===== src/rtl/uncache_wbuf_pkg.sv =====
// Shared types and helpers for the uncached MMIO write-buffer unit.
package uncache_wbuf_pkg;

  // One-hot read-sequencing states
  typedef enum logic [3:0] {
    UC_IDLE  = 4'b0001,
    UC_DRAIN = 4'b0010,
    UC_RD    = 4'b0100,
    UC_DONE  = 4'b1000
  } uc_state_e;

  // A buffered write entry packs {addr, strobes, data}
  function automatic int wbEntryWidth(input int aw, input int dw);
    return aw + dw / 8 + dw;
  endfunction

endpackage


===== src/rtl/uncache_wbuf_fifo.sv =====
// Posted-write FIFO: storage, wrapping pointers, occupancy count, head and
// youngest-entry views. The youngest-entry port exists only when
// UNCACHE_RAW_FWD_EN is defined.
module uncache_wbuf_fifo
  import uncache_wbuf_pkg::*;
#(
  parameter int AW       = 32,
  parameter int DW       = 32,
  parameter int WB_DEPTH = 4
) (
  input  logic            clk,
  input  logic            resetn,
  input  logic            i_push,
  input  logic [AW-1:0]   i_addr,
  input  logic [DW/8-1:0] i_strb,
  input  logic [DW-1:0]   i_data,
  input  logic            i_pop,
  output logic            o_full,
  output logic            o_empty,
  output logic [AW-1:0]   o_head_addr,
  output logic [DW/8-1:0] o_head_strb,
`ifdef UNCACHE_RAW_FWD_EN
  output logic [AW-1:0]   o_young_addr,
  output logic [DW/8-1:0] o_young_strb,
  output logic [DW-1:0]   o_young_data,
`endif
  output logic [DW-1:0]   o_head_data
);

  localparam int EW = wbEntryWidth(AW, DW);
  localparam int PW = $clog2(WB_DEPTH);
  localparam int CW = $clog2(WB_DEPTH + 1);

  logic [EW-1:0] r_mem [WB_DEPTH];
  logic [PW-1:0] r_wptr;
  logic [PW-1:0] r_rptr;
  logic [CW-1:0] r_count;
  logic          w_push;
  logic          w_pop;

  assign o_full  = (r_count == CW'(WB_DEPTH));
  assign o_empty = (r_count == '0);
  // A pop against an empty buffer is dropped so the count never underflows
  assign w_push  = i_push & ~o_full;
  assign w_pop   = i_pop & ~o_empty;

  assign {o_head_addr, o_head_strb, o_head_data} = r_mem[r_rptr];

`ifdef UNCACHE_RAW_FWD_EN
  logic [PW-1:0] w_young_ptr;
  assign w_young_ptr = r_wptr - PW'(1);
  assign {o_young_addr, o_young_strb, o_young_data} = r_mem[w_young_ptr];
`endif

  // Entry storage is not reset; consumers gate it with the empty flag
  always_ff @(posedge clk) begin
    if (w_push) r_mem[r_wptr] <= {i_addr, i_strb, i_data};
  end

  // Pointers wrap naturally because the depth is a power of two
  always_ff @(posedge clk) begin
    if (!resetn) begin
      r_wptr  <= '0;
      r_rptr  <= '0;
      r_count <= '0;
    end else begin
      if (w_push) r_wptr <= r_wptr + PW'(1);
      if (w_pop)  r_rptr <= r_rptr + PW'(1);
      case ({w_push, w_pop})
        2'b10:   r_count <= r_count + CW'(1);
        2'b01:   r_count <= r_count - CW'(1);
        default: r_count <= r_count;
      endcase
    end
  end

endmodule


===== src/rtl/uncache_wbuf.sv =====
// Uncached MMIO access unit: posted writes drain through a FIFO in order,
// reads wait for every older write and then go to the bus. Optional
// store-to-load forwarding from the youngest entry under UNCACHE_RAW_FWD_EN.
module uncache_wbuf
  import uncache_wbuf_pkg::*;
#(
  parameter int AW       = 32,
  parameter int DW       = 32,
  parameter int WB_DEPTH = 4
) (
  input  logic            clk,
  input  logic            resetn,
  output logic            stallreq,
  input  logic            conf_en,
  input  logic [DW/8-1:0] conf_wen,
  input  logic [AW-1:0]   conf_addr,
  input  logic [DW-1:0]   conf_wdata,
  output logic [DW-1:0]   conf_rdata,
  output logic            rd_req,
  output logic [AW-1:0]   rd_addr,
  input  logic            rd_reload,
  input  logic [DW-1:0]   rd_data,
  output logic            wr_req,
  output logic [DW/8-1:0] wr_wstrb,
  output logic [AW-1:0]   wr_addr,
  output logic [DW-1:0]   wr_data,
  input  logic            wr_reload
);

  uc_state_e       r_state;
  uc_state_e       w_next;
  logic [DW-1:0]   r_conf_rdata;
  logic            r_rd_req;
  logic [AW-1:0]   r_rd_addr;
  logic            w_is_read;
  logic            w_is_write;
  logic            w_push;
  logic            w_full;
  logic            w_empty;
  logic [AW-1:0]   w_head_addr;
  logic [DW/8-1:0] w_head_strb;
  logic [DW-1:0]   w_head_data;
`ifdef UNCACHE_RAW_FWD_EN
  logic [AW-1:0]   w_young_addr;
  logic [DW/8-1:0] w_young_strb;
  logic [DW-1:0]   w_young_data;
  logic            w_fwd_hit;
`endif

  assign w_is_read  = conf_en & ~|conf_wen;
  assign w_is_write = conf_en & |conf_wen;
  // Writes only enter from IDLE; other states already hold the stage
  assign w_push     = (r_state == UC_IDLE) & w_is_write & ~w_full;

`ifdef UNCACHE_RAW_FWD_EN
  // Forward only a full-width match against a live youngest entry
  assign w_fwd_hit = w_is_read & ~w_empty & (w_young_addr == conf_addr) & (&w_young_strb);
`endif

  uncache_wbuf_fifo #(
    .AW       (AW),
    .DW       (DW),
    .WB_DEPTH (WB_DEPTH)
  ) u_fifo (
    .clk          (clk),
    .resetn       (resetn),
    .i_push       (w_push),
    .i_addr       (conf_addr),
    .i_strb       (conf_wen),
    .i_data       (conf_wdata),
    .i_pop        (wr_reload),
    .o_full       (w_full),
    .o_empty      (w_empty),
    .o_head_addr  (w_head_addr),
    .o_head_strb  (w_head_strb),
`ifdef UNCACHE_RAW_FWD_EN
    .o_young_addr (w_young_addr),
    .o_young_strb (w_young_strb),
    .o_young_data (w_young_data),
`endif
    .o_head_data  (w_head_data)
  );

  // Head entry is masked while empty so stale storage never reaches the bus
  assign wr_req     = ~w_empty;
  assign wr_addr    = w_empty ? '0 : w_head_addr;
  assign wr_wstrb   = w_empty ? '0 : w_head_strb;
  assign wr_data    = w_empty ? '0 : w_head_data;
  assign conf_rdata = r_conf_rdata;
  assign rd_req     = r_rd_req;
  assign rd_addr    = r_rd_addr;

  // State register
  always_ff @(posedge clk) begin
    if (!resetn) r_state <= UC_IDLE;
    else         r_state <= w_next;
  end

  // Next-state logic for read sequencing
  always_comb begin
    w_next = r_state;
    case (r_state)
      UC_IDLE: begin
        if (w_is_read) begin
`ifdef UNCACHE_RAW_FWD_EN
          w_next = w_fwd_hit ? UC_DONE : UC_DRAIN;
`else
          w_next = UC_DRAIN;
`endif
        end
      end
      UC_DRAIN: if (w_empty) w_next = UC_RD;
      UC_RD:    if (rd_reload) w_next = UC_DONE;
      UC_DONE:  w_next = UC_IDLE;
      default:  w_next = UC_IDLE;
    endcase
  end

  // Stall: reads hold until DONE, writes hold only while the buffer is full
  always_comb begin
    stallreq = 1'b0;
    case (r_state)
      UC_IDLE:  stallreq = w_is_read | (w_is_write & w_full);
      UC_DRAIN: stallreq = 1'b1;
      UC_RD:    stallreq = 1'b1;
      UC_DONE:  stallreq = 1'b0;
      default:  stallreq = 1'b0;
    endcase
  end

  // Registered bus-read request and returned read data
  always_ff @(posedge clk) begin
    if (!resetn) begin
      r_conf_rdata <= '0;
      r_rd_req     <= 1'b0;
      r_rd_addr    <= '0;
    end else begin
      case (r_state)
`ifdef UNCACHE_RAW_FWD_EN
        UC_IDLE: if (w_fwd_hit) r_conf_rdata <= w_young_data;
`endif
        UC_DRAIN: begin
          if (w_empty) begin
            r_rd_req  <= 1'b1;
            r_rd_addr <= conf_addr;
          end
        end
        UC_RD: begin
          if (rd_reload) begin
            r_conf_rdata <= rd_data;
            r_rd_req     <= 1'b0;
            r_rd_addr    <= '0;
          end
        end
        default: ;
      endcase
    end
  end

endmodule


===== config.mk =====
export PLATFORM = sky130hd
export DESIGN_NAME = uncache_wbuf
export DESIGN_NICKNAME = d
export VERILOG_FILES = /design/src/rtl/uncache_wbuf_pkg.sv /design/src/rtl/uncache_wbuf_fifo.sv /design/src/rtl/uncache_wbuf.sv
export SDC_FILE = /design/constraint.sdc
export NUM_CORES = 1
export LEC_CHECK = 0
export ABC_AREA = 1
export BUFFER_PORTS_ARGS = -buffer_cell sky130_fd_sc_hd__buf_2
export CAP_MARGIN = 30
export CORE_UTILIZATION = 56
export DETAILED_ROUTE_END_ITERATION = 7
export PLACE_DENSITY_LB_ADDON = 0.12
export SLEW_MARGIN = 20
export SYNTH_ARGS = -nofsm -noshare
export SYNTH_HDL_FRONTEND = slang
export SYNTH_SLANG_ARGS = --single-unit

===== constraint.sdc =====
create_clock -name clk -period 4.69 [get_ports clk]
set_input_delay 0.469 -clock clk [delete_from_list [all_inputs] [get_ports clk]]
set_output_delay 0.469 -clock clk [all_outputs]
set_load 0.01 [all_outputs]

* Word-level counts from Yosys, hierarchy flattened
Memories as Yosys holds them, arrays and structs flattened. A register that Yosys moved wholly into a read port is not among the register bits.
Index checks and enable logic that the tools add are counted.
** Cells by class
- Reductions and logical operators :: 9
- Equal/unequal tests :: 9
- Add/subtract/negate cells :: 4
- Muxes and demuxes :: 19
- Bitwise operators :: 10
** Operator list (number)
- two-way mux 32 bit :: 4
- one-hot mux 32 bit (2 select lines) :: 1
- two-way mux 4 bit :: 4
- one-hot mux 4 bit (3 select lines) :: 1
- bitwise AND 1 bit :: 7
- one-hot mux 3 bit (2 select lines) :: 1
- AND reduction 3 bit :: 2
- adder 2 x 1 -> 2 bit (second input constant) :: 2
- == test 4 x 1 -> 1 bit (second input constant) :: 1
- == test 4 x 2 -> 1 bit (second input constant) :: 1
- == test 4 x 3 -> 1 bit (second input constant) :: 1
- two-way mux 1 bit :: 4
- two-way mux 2 bit :: 2
- inequality test 2 bit (second input constant) :: 2
- one-hot mux 1 bit (2 select lines) :: 2
- nonzero test 2 bit :: 2
- OR reduction 4 bit :: 1
- adder 3 x 1 -> 3 bit (second input constant) :: 1
- == test 3 bit (second input constant) :: 1
- zero test 3 bit :: 1
- subtractor 3 x 1 -> 3 bit (second input constant) :: 1
- == test 2 x 1 -> 1 bit (second input constant) :: 1
- == test 2 bit (second input constant) :: 1
- inequality test 2 x 1 -> 1 bit (second input constant) :: 1
- 5 further kinds :: 6
** Storage, ports and cells
- Input port bits :: 105
- Memories kept :: 1
- Output and inout port bits :: 135
- Memory bits (writable) :: 272
- Word-level logic and storage cells :: 59
- Register bits :: 76
** Memories
- u_fifo.r_mem :: words 4, width 68, read ports 1, clocked after memory_dff 1, wr ports 1, line uncache_wbuf_fifo.sv:34 : logic [EW-1:0] r_mem [WB_DEPTH];

* Depth between registers and ports, before layout
Gate-level depths: netlist of the first run.
- Depth after elaboration :: 7
- Depth in mapped cells :: 12
- Depth with buffers taken out :: 12

* By module
From an unflattened synthesis of the first run, not the netlist that was laid out.
** Unflattened totals
- Cell total of the unflattened synthesis :: 1191
- Area total of the unflattened synthesis :: 13648.1 µm²
** Modules (own cells, without submodules)
- uncache_wbuf_fifo :: times used 1, area an instance 10538.9 µm², cells each 727, sequential area each 8348.0 µm²
- uncache_wbuf :: times used 1, area an instance 3109.2 µm², cells each 464, sequential area each 1381.3 µm²

* Worst setup path after synthesis of the first run
OpenSTA, ideal clock, no wires.
- Kind :: input-to-reg
- Start point :: input conf_wen[3]
- End point :: memory u_fifo.r_mem[0][0] (netlist bit) (enable)
- Path slack :: 0.505 ns
- Data arrival time :: 3.690 ns
- Setup time :: 0.495 ns
- Stages on the path :: 4
- Required time :: 4.195 ns
- Cells stage by stage :: nor2_1 nand2_1 nand4_1 nor2_1
** Between the ends
- Cells in the longest elaborated chain, start to end :: 7
** RTL lines
- start, declared :: line uncache_wbuf.sv:15 : input logic [DW/8-1:0] conf_wen,
- OR reduction 4 bit :: line uncache_wbuf.sv:51 : assign w_is_write = conf_en & |conf_wen;
- bitwise AND 1 bit :: line uncache_wbuf.sv:51
- bitwise AND 1 bit (2 in series) :: line uncache_wbuf.sv:53 : assign w_push = (r_state == UC_IDLE) & w_is_write & ~w_full;
- bitwise AND 1 bit :: line uncache_wbuf_fifo.sv:44 : assign w_push = i_push & ~o_full;
- two-way mux 1 bit :: line uncache_wbuf_fifo.sv:57 : if (w_push) r_mem[r_wptr] <= {i_addr, i_strb, i_data};
- two-way mux 1 bit (not written as such) :: line uncache_wbuf_fifo.sv:57
- end, declared :: line uncache_wbuf_fifo.sv:34
Every way passes these cells.

==> key figures, run 1 <==
CTS
  – CTS root buffer: clkbuf_16
  – CTS tree: done
  – Htree depth: 2
  – Clock Latency Late Sink: 0.52 ns
  – Clock sinks: 350
  – Resized Gates After CTS: 0
  – Bufs on Longest Clock Path: 3
  – Clock transition at path regs: 0.06 ns
  – Setup Fix Bufs, Post-CTS: 0
  – Cts hold-fix bufs: 0
  – Cts bufs inserted: 36

Synthesis
  – Yosys top cell area share: between 60% and 70%
  – Share of the yosys chip area belonging to registers: 71.80%
  – Post-synth EDFFs: 272
  – Syn Nets: 1298
  – Main combinational cell family by area after synthesis: simple AND/OR/NAND/NOR gates
  – Top cells by area, synth: edfxtp_1 60%, dfxtp_1 12%, nor2_1 8.1%, a21oi_1 5.0%, o21ai_0 3.7%
  – Dominant cell type by area after synthesis: edfxtp_1
  – Most frequent cell after synthesis: nor2_1
  – Syn avg cell area: 11.42 um2
  – Mux contribution to synthesized area: 0%
  – Post-Synth XOR/XNOR Area: 0%
  – Compound-cell area share of the yosys netlist: 10.62%
  – Synth Instances: around 1200
  – Post-Synth Simple-Gate Area: 13.07%
  – Synth cell count leaders: 293 x nor2_1, 272 x edfxtp_1, 136 x a21oi_1
  – Post-synth ARST share: 0%
  – Synth cell types: 30
  – Post-synth top flop: edfxtp_1
  – #FFs+latches synth: between 300 and 400
  – Adder-cell share of the synthesized area: 0.6094%
  – Post-Syn Area: 0.01355 mm2
  – Ys Warns: 0

Place
  – Routability cong.: about 0.76
  – Post-DP HPWL: 17610 um
  – Buffers on Ports: 239
  – Placed insts: 1687
  – Cell Area, Placed: 0.01492 mm2

GRT
  – Tot GR Track Use: 23.98%
  – Vias in the first global route: 8727
  – Global route overflow: 0
  – Largest net degree at the start of global routing: between 100 and 150
  – Initial antenna violation count: 1
  – First-pass GRT wire length: 45430 um

Outcome
  – Outcome: finished clean

Critical path
  – CP Data Required Time: 4.22 ns
  – Setup CP Type: reg -> out
  – Arr. time, crit path: 2.90 ns
  – CP Max Fanout: 100
  – CP Capture Type: primary output
  – CP startpoint kind: register

Power and ir drop
  – Max IR drop VDD: 0.0002909 V
  – Pleak: 6.080 nW
  – Power per standard cell area: 538.1 mW/mm2

Detailed routing
  – DRT Wirelength: around 30000 um
  – Drt initial violations: 729
  – Wire per inst: 16.99 um
  – DR vias/cell: 5.319
  – Vias after detailed routing: 9309
  – DR pass1 iterations: 5
  – Antenna viol nets, final: 0
  – Remaining DRCs: 0

Final layout
  – Post-Layout Cell Count: around 1800
  – FILL cells: between 1500 and 2000
  – Area grow syn2layout: 18.88%
  – Nets@finish: 1517
  – Design area: 0.01611 mm2
  – Share of cells above drive strength 1: 23.36%
  – Final Util: approximately 70%

Timing
  – WHS: 0.1824 ns
  – Worst-margin pin slew: 0.9012 ns
  – Hold Fails Final Rpt: 0
  – Worst rel slew slack: 39.92%
  – Final period util: 71.82%
  – Unrepaired setup endpoints after global routing: no
  – Setup violators final: 0
  – Setup TNS: 0 ns
  – Skew final: 0.01992 ns
  – Peak Freq: 296.9 MHz
  – Min Clock Period, post-route: 3.368 ns
  – Pins Over Slew Limit: 0

Floorplan
  – Core Footprint: ~0.024 mm2
  – Die area: approximately 0.025 mm2
  – I/O Pins: 240
  – Die Ht: between 150 and 200 um
  – Row count: 56
  – Initial Util: 57.39%
  – Die Wd: 157.6 um

Min path
  – Hold WC Path Type: in -> reg

Run
  – Total of max-cap violations: 0
## routing by layer
metal / global-route usage, % / vias to the layer above / share of wire, %
met4: 7.906 / 0 / 2.2
li1: - / 4545 / -
met2: 40.83 / 291 / 49
met5: 0 / - / 0
met3: 4.350 / 48 / 6.0
met1: 31.10 / 4425 / 43
## final timing paths
path	startpoint	to	slack, ns	cells past startpoint
max	register	wr_data[29]	1.32	5
min	conf_wdata[26]	u_fifo.r_mem[3][26]$_DFFE_PP_	0.18	1
max reg2reg	r_state[2]$_SDFFE_PN0P_	u_fifo.r_mem[3][41]$_DFFE_PP_	2.05	6
min reg2reg	u_fifo.r_rptr[1]$_SDFFE_PN0P_	register	0.46	2
## per-stage QoR
stage	power (mW)	setup slack, ns
detailed placement	5.953	1.814
floorplan	5.094	0.5054
global placement	5.887	1.828
CTS	8.747	1.316
finish	8.668	1.322
global route	9.104	1.161
## sequential cells by signal, indices dropped and copies added, names as in the netlist, named ones only
signal / cells
conf_rdata: 32
rd_addr: 32
u_fifo.r_mem: 272
u_fifo.r_rptr: 2
r_state: 4
u_fifo.r_wptr: 2
u_fifo.r_count: 3
rd_req: 1
## worst max-delay path, cell delays in order, from the launching register on
cell and delay (ns):
dfxtp_4 0.56, inv_4 0.76, buf_4 0.47, o21ai_0 0.15, a21oi_1 0.23, buf_2 0.17
## placed cells by master, fill, tap and decap left out, types with 12 or more instances in the layout
master     instances
a21oi_1          136
buf_2            239
buf_4             12
clkbuf_16         37
dfxtp_1           76
edfxtp_1         272
inv_1             17
nand2_1          114
nand3_1           35
nor2_1           289
o21ai_0          101
o21ai_1           39
## power breakdown
| group | switching [mW] | internal (mW) |
|---|---|---|
| clock network | 1.12 | 1.69 |
| logic | 1.46 | 0.694 |
| registers | 0.115 | 3.59 |
## cells by family after synthesis
family | count (synthesis)
compound gates | 283
fa+ha+maj | 6
buf+inv | 99
flops | 350
simple gates | 449
## final cells by class
type,instances,area (um2),area share [%]
diodes,1,2.502,0.01553
multi-input cells,738,3323,20.63
well taps,319,399.1,2.478
repair buffers,255,1366,8.482
clock inverters,13,121.4,0.7534
flip-flops and latches,350,9737,60.44
clock buffers,49,1061,6.586
inverters,25,98.84,0.6136
(Power assumes the default switching activity.)
==> run 2: changes to the inputs <==
Clock period 4.69 ns to 3.5 ns, I/O delays scaled along.
==> key figures, run 2 (same netlist as run 1, synthesis figures left out) <==
Detailed routing
  – DR pass1 iterations: 5
  – Drt initial violations: approximately 690
  – Wire per inst: about 18 um
  – Remaining DRCs: 0
  – DR vias/cell: 5.379
  – DRT Wirelength: 30800 um
  – Vias after detailed routing: 9435
  – Antenna viol nets, final: 0

Critical path
  – CP Data Required Time: 3.15 ns
  – CP Capture Type: primary output
  – Setup CP Type: reg -> out
  – CP startpoint kind: register
  – CP Max Fanout: 43
  – Arr. time, crit path: 2.51 ns

Timing
  – Pins Over Slew Limit: 0
  – Peak Freq: 349.7 MHz
  – Setup TNS: 0 ns
  – Worst rel slew slack: 36.51%
  – Min Clock Period, post-route: 2.860 ns
  – Skew final: approximately 0.013 ns
  – Unrepaired setup endpoints after global routing: no
  – Final period util: 81.70%
  – Setup violators final: 0
  – Worst-margin pin slew: approximately 0.95 ns
  – Hold Fails Final Rpt: 0

CTS
  – Resized Gates After CTS: 0
  – Clock Latency Late Sink: 0.50 ns
  – Clock transition at path regs: 0.06 ns
  – Bufs on Longest Clock Path: 3
  – CTS tree: done
  – Setup Fix Bufs, Post-CTS: 0
  – CTS root buffer: clkbuf_16
  – Cts hold-fix bufs: 0
  – Cts bufs inserted: 35
  – Clock sinks: 350
  – Htree depth: 2

Power and ir drop
  – Clock share of power: 31.4%
  – Power per standard cell area: 718.9 mW/mm2
  – Net Sw Power: 3.638 mW
  – Net Sw Frac: 31.53%
  – Pint: 7.901 mW
  – Max IR drop VDD: 0.0005156 V
  – Combinational share of power: 26.2%
  – Sequential share of power: between 40% and 50%
  – Pleak: 6.056 nW

Final layout
  – Area grow syn2layout: 18.45%
  – Post-Layout Cell Count: 1754
  – Area taken by multi-input logic gates: 0.003323 mm2
  – Share of cells above drive strength 1: 23.01%
  – Largest Register: u_fifo.r_mem
  – Seq. cell area: slightly below 0.01 mm2
  – FILL cells: approximately 1800
  – Max reg flops: about 270
  – Nets@finish: ~1500
  – Commonest non-fill, non-tap cells in the layout: 289 x nor2_1, 272 x edfxtp_1, 239 x buf_2
  – Commonest non-fill, non-tap cell in the layout: nor2_1

GRT
  – First-pass GRT wire length: 46750 um
  – Vias in the first global route: 8981
  – Initial antenna violation count: 0
  – Global route overflow: 0
  – Largest net degree at the start of global routing: 137
  – Tot GR Track Use: 24.84%

Floorplan
  – Row count: 56
  – Die Wd: 157.6 um
  – Initial Util: 57.39%
  – I/O Pins: 240
  – Die Ht: approximately 160 um
  – Die area: 0.02482 mm2
  – Core Footprint: 0.02361 mm2

Place
  – Post-DP HPWL: 18550 um
  – Buffers on Ports: 239
  – Routability cong.: roughly 0.8
  – Placed insts: roughly 1700

Outcome
  – Outcome: finished clean

Run
  – Total of max-cap violations: 0

Min path
  – Hold WC Path Type: in -> reg
## run 2: area by class of cell
type / instances / share of cell area (%)
diodes: 1 / 0.01559
clock buffers: 47 / 6.002
clock inverters: 16 / 0.9355
inverters: 25 / 0.6158
multi-input cells: 738 / 20.70
flip-flops and latches: 350 / 60.66
well taps: 319 / 2.487
repair buffers: 258 / 8.575
## run 2: routing by layer
metal  global-route usage, %  up-vias  share of wire (%)
met3                   4.570       39                6.2
met5                       0        -                  0
li1                        -     4550                  -
met4                   7.998        0                1.7
met2                   42.98      298                 50
met1                   31.63     4548                 42
## run 2: final timing paths
| check | startpoint | endpoint | slack, ns | cells past startpoint |
|---|---|---|---|---|
| setup reg to reg | r_state[1]$_SDFFE_PN0P_ | u_fifo.r_mem[2][56]$_DFFE_PP_ | 1.09 | 6 |
| hold reg to reg | u_fifo.r_rptr[1]$_SDFFE_PN0P_ | register | 0.46 | 2 |
| hold / removal | conf_wdata[4] | u_fifo.r_mem[1][4]$_DFFE_PP_ | 0.06 | 1 |
| setup / recovery | register | wr_addr[16] | 0.64 | 6 |
## run 2: through the flow
stage	worst slack, ns	area, um2	hold slack, ns	total power [mW]	util [%]
final	0.6404	16050	0.05975	11.54	67.97
after global routing	0.5083	16050	0.04289	12.12	67.96
after global placement	1.065	14930	0.4340	7.957	63.25
after CTS	0.6228	16050	0.04300	11.62	67.96
after floorplan	-0.6633	13550	0.4331	6.826	-
after detailed placement	1.050	14930	0.4489	8.005	63.25
## run 2: power groups by stage
| stage | Clock (mW) | Sequential, mW | Combinational [mW] |
|---|---|---|---|
| 3_3_place_gp | 0 | 4.97 | 2.99 |
| 2_1_floorplan | 0 | 4.99 | 1.84 |
| 4_1_cts | 3.69 | 4.89 | 3.04 |
| 3_5_place_dp | 0 | 4.98 | 3.03 |
| 6_report | 3.63 | 4.89 | 3.02 |
| 5_1_grt | 3.85 | 4.91 | 3.36 |
## run 2: worst max-delay path: stages (launching register included)
cell     delay (ns)
dfxtp_4        0.34
inv_2          0.61
buf_4          0.47
nor2_1         0.10
o21ai_0        0.11
a21oi_1        0.13
buf_2          0.18
